File: src/rtl/writeback_unit_pkg.sv
// writeback_unit_pkg: load func3 encodings, data width default and retire-queue entry type.
package writeback_unit_pkg;

    localparam int XLEN_DEFAULT = 32;

    localparam logic [2:0] F3_LB  = 3'b000;
    localparam logic [2:0] F3_LH  = 3'b001;
    localparam logic [2:0] F3_LW  = 3'b010;
    localparam logic [2:0] F3_LBU = 3'b100;
    localparam logic [2:0] F3_LHU = 3'b101;

    typedef struct packed {
        logic [4:0]              rd;
        logic                    we;
        logic                    is_load;
        logic [2:0]              func3;
        logic [1:0]              addr_lo;
        logic [XLEN_DEFAULT-1:0] data;
        logic                    ready;
    } wb_entry_t;

endpackage

File: src/rtl/writeback_unit_load_align.sv
// load_align: picks the addressed byte/halfword/word out of a memory word and extends it.
module load_align
    import writeback_unit_pkg::*;
#(
    parameter int XLEN = XLEN_DEFAULT
) (
    input  logic [XLEN-1:0] word_i,
    input  logic [2:0]      func3_i,
    input  logic [1:0]      addr_lo_i,
    output logic [XLEN-1:0] data_o
);

    logic [7:0]  byte_v;
    logic [15:0] half_v;

    always_comb begin
        byte_v = word_i[{addr_lo_i, 3'b000} +: 8];
        half_v = word_i[{addr_lo_i[1], 4'b0000} +: 16];
        data_o = func3_i == F3_LB  ? {{(XLEN-8){byte_v[7]}}, byte_v} :
                 func3_i == F3_LBU ? {{(XLEN-8){1'b0}}, byte_v} :
                 func3_i == F3_LH  ? {{(XLEN-16){half_v[15]}}, half_v} :
                 func3_i == F3_LHU ? {{(XLEN-16){1'b0}}, half_v} :
                 func3_i == F3_LW  ? word_i : '0;
    end

endmodule

File: src/rtl/writeback_unit.sv
// writeback_unit: in-order retire queue merging load responses, one register write per cycle.
// Define WB_RETIRE_COUNT_EN to add the 64-bit Retire_Count output.
module writeback_unit
    import writeback_unit_pkg::*;
#(
    parameter int DEPTH = 4,
    parameter int XLEN  = XLEN_DEFAULT
) (
    input  logic            Clk,
    input  logic            Reset,
    input  logic            Valid_MEM,
    input  logic            Write_Enable_MEM,
    input  logic            Is_Load_MEM,
    input  logic [4:0]      rd_MEM,
    input  logic [2:0]      Func3_MEM,
    input  logic [1:0]      Addr_Lo_MEM,
    input  logic [XLEN-1:0] Result_MEM,
    input  logic            Load_Data_Valid,
    input  logic [XLEN-1:0] Load_Data,
    output logic            Stall_MEM,
    output logic            Write_Enable_WB,
    output logic [4:0]      rd_WB,
    output logic [XLEN-1:0] Data_in,
    output logic            Load_Error
`ifdef WB_RETIRE_COUNT_EN
    ,output logic [63:0]    Retire_Count
`endif
);

    localparam int AW = $clog2(DEPTH);
    localparam int CW = AW + 1;

    wb_entry_t       q_q [DEPTH];
    wb_entry_t       q_d [DEPTH];
    logic [AW-1:0]   head_q, head_d, tail_q, tail_d, hit_idx;
    logic [CW-1:0]   count_q, count_d;
    logic            hit, ld_hit, push, pop, we_d, err_d;
    logic [4:0]      rd_d;
    logic [XLEN-1:0] data_d, aligned;

    // Oldest still-waiting load among entries that were already queued.
    always_comb begin
        hit     = 1'b0;
        hit_idx = '0;
        for (int i = 0; i < DEPTH; i++) begin
            if (!hit && CW'(i) < count_q && q_q[head_q + AW'(i)].is_load && !q_q[head_q + AW'(i)].ready) begin
                hit     = 1'b1;
                hit_idx = head_q + AW'(i);
            end
        end
    end

    load_align #(.XLEN(XLEN)) u_align (
        .word_i    (Load_Data),
        .func3_i   (q_q[hit_idx].func3),
        .addr_lo_i (q_q[hit_idx].addr_lo),
        .data_o    (aligned)
    );

    always_comb begin
        Stall_MEM = count_q == CW'(DEPTH);
        push      = Valid_MEM && !Stall_MEM;
        pop       = count_q != '0 && q_q[head_q].ready;
        ld_hit    = Load_Data_Valid && hit;
        q_d       = q_q;
        if (pop)
            q_d[head_q].ready = 1'b0;
        if (push)
            q_d[tail_q] = '{rd: rd_MEM, we: Write_Enable_MEM, is_load: Is_Load_MEM, func3: Func3_MEM,
                            addr_lo: Addr_Lo_MEM, data: Is_Load_MEM ? '0 : Result_MEM, ready: !Is_Load_MEM};
        if (ld_hit) begin
            q_d[hit_idx].data  = aligned;
            q_d[hit_idx].ready = 1'b1;
        end
        head_d  = head_q + AW'(pop);
        tail_d  = tail_q + AW'(push);
        count_d = count_q + CW'(push) - CW'(pop);
        we_d    = pop && q_q[head_q].we && q_q[head_q].rd != 5'd0;
        rd_d    = pop ? q_q[head_q].rd : rd_WB;
        data_d  = pop ? q_q[head_q].data : Data_in;
        err_d   = Load_Error || (Load_Data_Valid && !hit);
    end

    always_ff @(posedge Clk or posedge Reset) begin
        if (Reset) begin
            for (int i = 0; i < DEPTH; i++)
                q_q[i] <= '0;
            head_q          <= '0;
            tail_q          <= '0;
            count_q         <= '0;
            Write_Enable_WB <= 1'b0;
            rd_WB           <= '0;
            Data_in         <= '0;
            Load_Error      <= 1'b0;
        end else begin
            q_q             <= q_d;
            head_q          <= head_d;
            tail_q          <= tail_d;
            count_q         <= count_d;
            Write_Enable_WB <= we_d;
            rd_WB           <= rd_d;
            Data_in         <= data_d;
            Load_Error      <= err_d;
        end
    end

`ifdef WB_RETIRE_COUNT_EN
    always_ff @(posedge Clk or posedge Reset) begin
        if (Reset)
            Retire_Count <= '0;
        else
            Retire_Count <= Retire_Count + 64'(pop);
    end
`endif

endmodule

File: config.mk
export PLATFORM = sky130hd
export DESIGN_NAME = writeback_unit
export DESIGN_NICKNAME = d
export VERILOG_FILES = /design/src/rtl/writeback_unit_pkg.sv /design/src/rtl/writeback_unit_load_align.sv /design/src/rtl/writeback_unit.sv
export SDC_FILE = /design/constraint.sdc
export NUM_CORES = 1
export LEC_CHECK = 0
export ABC_AREA = 0
export CAP_MARGIN = 20
export CORE_MARGIN = 8
export CORE_UTILIZATION = 39
export DETAILED_ROUTE_END_ITERATION = 10
export HOLD_SLACK_MARGIN = 0.03
export PLACE_DENSITY = 0.61
export SYNTH_ARGS = -nofsm -noshare
export SYNTH_HDL_FRONTEND = slang
export SYNTH_SLANG_ARGS = --single-unit
File: constraint.sdc
create_clock -name Clk -period 7.5 [get_ports Clk]
set_input_delay 1.125 -clock Clk [delete_from_list [all_inputs] [get_ports Clk]]
set_output_delay 1.125 -clock Clk [all_outputs]
set_load 0.02 [all_outputs]
==> impl_results.md, run 1 <==
- Outcome: completed
- Async S/R FF share, synth: 100%
- Slew @ Worst Pin: 1040 ps
- Post-Syn Area per Cell: 11.3 um2
- CP max stage delay: 750 ps
- Synth cell types: 70
- Maximum clock rate: 193 MHz
- EDFF count, synth: 0
- Rel. slew slack: 30.9%
- Root buffer cell: clkbuf_16
- Setup bufs post-CTS: 0
- Gr usage total: 19.6%
- Critical Path RT: 7860 ps
- Setup-failing EPs final: 0
- Most numerous cell in the Yosys netlist: dfrtp_1
- Fin crit share: 69.2%
- Num CTS Buffers: 27
- Worst R2R Path Depth: 12
- RSZ-0062 raised after global routing: no
- Post-CTS sizing: 0
- Top cell family by delay on the critical path: simple AND/OR/NAND/NOR gates
- Rows: 66
- Critical Path Stages: 12
- Area contributors post-synth: dfrtp_1 44%, a211oi_1 8.6%, a41oi_2 7.6%, mux2_2 7.5%, mux4_2 7.5%
- Tmin final: 5190 ps
- Final Max Tran Viols: 0
- Dpl hpwl: 24.3 mm
- First-pass GRT wire length: 61.3 mm
- YS warnings: 0
- Max-cap violations: 0
- Register Area: 5660 um2
- Final hold slack: 465 ps
- Slowest-stage cell, CP: dfrtp_4
- Htree depth: 1
- Via Count: 10,200
- Crit Path Category: register to register
- Final core utilization: 46.9%
- Yosys top cell area share: 43.8%
- Vias in the first global route: 10,300
- Mapped cell area: 12,900 um2
- Synth top cells by count: 226 x dfrtp_1, 149 x nor2_1, 148 x a211oi_1, 86 x mux2_2, 81 x clkbuf_1
- Setup Skew: 8.38 ps
- Crit path DAT: 5550 ps
- IO Count: 120
- CTS clk-pin slew, worst paths: 60 ps
- Initial DRC Count: 951
- Area growth from synthesis to layout: 18.4%
- Starting density of the core: 39.6%
- Layout Nets: 1,297
- Clk sink count: 226
- Drt first pass iters: 7
- Worst-path fanout max: 40
- Post-Route WL: 39.1 mm
- Placeable Area: 32,600 um2
- Fillers: 3,019
- Routed vias/inst: 6.11
- CTS Buffer Depth: 3
- Area occupied by multi-input gates: 6790 um2
- Die width: 198 um
- Post-route setup TNS: 0 ps
- TritonCTS clock tree: built
- Yosys top cell by area: dfrtp_1
- Prevailing post-synth register cell: dfrtp_1
- Initial antenna violation count: 1
- CP Capture Type: register
- Die Ht: 198 um
- Residual DRC count: 0
- Gate Count Post-Synth: 1,147
- Worst-path cell chain: inv_2, ha_1, mux4_2, nor2_1, a21o_1, mux2i_1, a31oi_1, o21ai_0, nand3_1, nand3_4, buf_4, a41oi_1
- Clock Latency Late Sink: 540 ps
- Synthesis-stage register bit count: 226
- Post-CTS Hold Buffers: 0
- Final hold vios: 0
- Sequential area share after synthesis: 43.8%
- Mapped Nets: 1,238
- Worst Hold Depth: 1
- Tightest Hold Check Type: register to register
- Layout cells sized above 1: 22.4%
- Port Buffers: 119
- GP Congestion: 0.897
- Startpoint types: register
- GR Overflow Total: 0
- Buf+Inv Stages, Crit Path: 2
- Largest net degree at the start of global routing: 178
- DRT antenna net count: 0
- WL/cell: 23.5 um
- Die ar.: 39,200 um2
-- cell usage in the layout (no fill, tap or decap), drive strengths merged, types with 5 or more instances in the layout --
| cell type | netlist | layout |
|---|---|---|
| a211oi | 148 | 148 |
| a21oi | 40 | 40 |
| a222oi | 7 | 7 |
| a22oi | 9 | 9 |
| a31oi | 34 | 34 |
| a41oi | 64 | 64 |
| buf | 29 | 21 |
| clkbuf | 81 | 42 |
| clkdlybuf4s50 | 0 | 119 |
| dfrtp | 226 | 226 |
| ha | 10 | 10 |
| inv | 13 | 14 |
| mux2 | 93 | 93 |
| mux2i | 7 | 7 |
| mux4 | 43 | 43 |
| nand2 | 34 | 34 |
| nand2b | 42 | 42 |
| nand3 | 9 | 9 |
| nor2 | 150 | 150 |
| nor2b | 6 | 6 |
| nor3 | 10 | 10 |
| o2111ai | 5 | 5 |
| o21ai | 16 | 16 |
-- worst paths after layout --
check	startpoint	end	slack [ps]
setup / recovery	head_q[0]	q_q[153]	2310
hold / removal	Load_Error	Load_Error	470
setup reg to reg	head_q[0]	q_q[153]	2310
hold reg to reg	Load_Error	Load_Error	470
max in group asynchronous	Reset	Data_in[3]	5150
min in group asynchronous	Reset	asynchronous set/reset pin	990
-- worst register-to-register path, stage by stage (launching register included) --
cell     delay, ps
dfrtp_4        750
inv_2          350
ha_1           520
mux4_2         430
nor2_1         420
a21o_1         350
mux2i_1        340
a31oi_1        180
o21ai_0        300
nand3_1        180
nand3_4        530
buf_4          470
a41oi_1        190
-- through the flow --
stage / area, um2 / setup WS (ps) / cells
after global routing: 15300 / 2040 / 1668
after floorplan: 12900 / 184 / 1147
after CTS: 15300 / 2430 / 1667
final: 15300 / 2310 / 1668
after global placement: 14400 / 2510 / 1619
after detailed placement: 14400 / 2440 / 1619
-- layer usage --
layer	global-route usage, %	wire [um]	vias to the layer above
met5	0	0	-
met4	7.16	1380	0
met3	3.51	2620	73
met2	30.5	18000	421
met1	27.0	17100	5140
li1	-	-	4565
-- cell families after synthesis --
family | count (synthesis) | share of synthesized area (%)
AO/OA/AOI/OAI | 365 | 24.8
flip-flops | 226 | 43.8
XOR/XNOR | 3 | 0.203
multiplexers | 143 | 16.1
AND/OR/NAND/NOR | 276 | 9.87
buffers and inverters | 123 | 4.14
adder cells (fa/ha/maj) | 11 | 1.12
-- layout make-up --
cell class | count | share of cell area, %
Clock inverter | 6 | 0.548
Multi-Input combinational cell | 798 | 44.4
Clock buffer | 42 | 5.18
Sequential cell | 226 | 37.0
Timing Repair Buffer | 140 | 8.90
Antenna cell | 1 | 0.0164
Tap cell | 442 | 3.61
Inverter | 13 | 0.368
Power of run 1 is not shown: default switching activity piles up to over one toggle a cycle in this logic, so the estimate is an artifact.
==> run 2: changes to the inputs <==
--- a/config.mk
+++ b/config.mk
@@ -11,7 +11,7 @@
 export CORE_UTILIZATION = 39
 export DETAILED_ROUTE_END_ITERATION = 10
 export HOLD_SLACK_MARGIN = 0.03
-export PLACE_DENSITY = 0.61
+export PLACE_DENSITY = 0.59
 export SYNTH_ARGS = -nofsm -noshare
 export SYNTH_HDL_FRONTEND = slang
 export SYNTH_SLANG_ARGS = --single-unit
==> constraint.sdc (replaced) <==
create_clock -name Clk -period 5.4 [get_ports Clk]
set_input_delay 0.81 -clock Clk [delete_from_list [all_inputs] [get_ports Clk]]
set_output_delay 0.81 -clock Clk [all_outputs]
set_load 0.02 [all_outputs]
==> run 2 against run 1 <==
  * Global-route usage hardly changed
  * Sequential share of layout area is 0.22 points lower
  * Clock skew is 9.0 ps higher
  * Critical endpoint is now q_q[158]
  * Fmax is 10% higher
  * Routed wire length is 0.61% lower
  * Utilization is 0.28 points higher
  * Largest cell class unchanged
==> impl_results.md, run 2 (synthesis results as in run 1) <==
- Maximum clock rate: 212 MHz
- Starting density of the core: 39.6%
- Post-Layout Cell Count: 1,674
- Final Max Tran Viols: 0
- WL/cell: 23.2 um
- CTS clk-pin slew, worst paths: 60 ps
- Layout cells sized above 1: 22.9%
- Placed cell count: 1,628
- Area growth from synthesis to layout: 19.1%
- Final hold vios: 0
- Layout Nets: 1,306
- Initial antenna violation count: 2
- Num CTS Buffers: 27
- CP Capture Type: register
- Rows: 66
- Post-CTS sizing: 0
- Largest net degree at the start of global routing: 152
- Htree depth: 1
- Outcome: completed
- Initial DRC Count: 993
- Final WS setup: 692 ps
- TritonCTS clock tree: built
- Tmin final: 4710 ps
- Worst-path fanout max: 64
- Crit path DAT: 5170 ps
- N_diodes: 0
- Drt first pass iters: 5
- Crit Path Category: register to register
- Die ar.: 39,200 um2
- Residual DRC count: 0
- Root buffer cell: clkbuf_16
- Final core utilization: 47.2%
- Setup bufs post-CTS: 0
- Routed vias/inst: 6.08
- DRT antenna net count: 0
- Setup-failing EPs final: 0
- Worst slack at placement: 771 ps
- Max-cap violations: 0
- Die width: 198 um
- Post-route setup TNS: 0 ps
- Setup Skew: 17.3 ps
- Gr usage total: 19.6%
- Tightest Hold Check Type: register to register
- Die Ht: 198 um
- CTS Buffer Depth: 3
- First-pass GRT wire length: 61.1 mm
- Commonest non-fill, non-tap cell in the layout: dfrtp_1
- Post-Route WL: 38.9 mm
- Vias in the first global route: 10,300
- Clock Latency Late Sink: 550 ps
- Startpoint types: register
- Fin crit share: 87.2%
- Post-CTS Hold Buffers: 0
- Placeable Area: 32,600 um2
- Clk sink count: 226
- GR Overflow Total: 0
- GP Congestion: 0.866
- Most frequent cells in the layout: 224 x dfrtp_1, 148 x a211oi_1, 147 x nor2_1
- Port Buffers: 119
- Slew @ Worst Pin: 1010 ps
- Rel. slew slack: 32.4%
- Dpl hpwl: 24.3 mm
- IO Count: 120
- Critical Path RT: 5860 ps
- RSZ-0062 raised after global routing: no
- Via Count: 10,200
-- run 2: through the flow --
| step | area (um2) | hold WS [ps] |
|---|---|---|
| 6_report | 15400 | 492 |
| 5_1_grt | 15400 | 521 |
| 4_1_cts | 15400 | 503 |
| 3_5_place_dp | 14600 | 490 |
| 3_3_place_gp | 14600 | 482 |
| 2_1_floorplan | 12900 | 474 |
-- run 2: critical path, stage by stage, from the launching register on --
cell and delay [ps]:
dfrtp_2 370, buf_4 300, inv_1 210, ha_1 470, mux4_2 450, o211a_2 260
a211oi_1 400, o32a_1 520, a21oi_1 280, or4_2 760, buf_12 260, a41oi_1 280
-- run 2: area by class of cell --
cell class	instances	area (um2)
Inverter	13	52.6
Fill cell	2963	17200
Clock buffer	38	747
Multi-Input combinational cell	798	6790
Clock inverter	8	82.6
Tap cell	442	553
Sequential cell	226	5660
Timing Repair Buffer	149	1500
-- run 2: metal layers --
metal  GRT usage (%)  vias up  routed length (um)
met5               0        -                   0
met4            6.08        0                1100
li1                -     4585                   -
met1            27.7     5157               17700
met3            2.67       74                2060
met2            30.7      355               18100
-- run 2: final timing paths --
check / startpoint / slack (ps) / depth (start not counted) / end
max: head_q[1] / 690 / 11 / q_q[158]
min: Load_Error / 490 / 1 / Load_Error
max reg2reg: head_q[1] / 690 / 11 / q_q[158]
min reg2reg: Load_Error / 490 / 1 / Load_Error
max in group asynchronous: Reset / 3550 / 3 / head_q[1]
min in group asynchronous: Reset / 610 / 2 / rd_WB[1]
Power of run 2 is left out for the same reason.
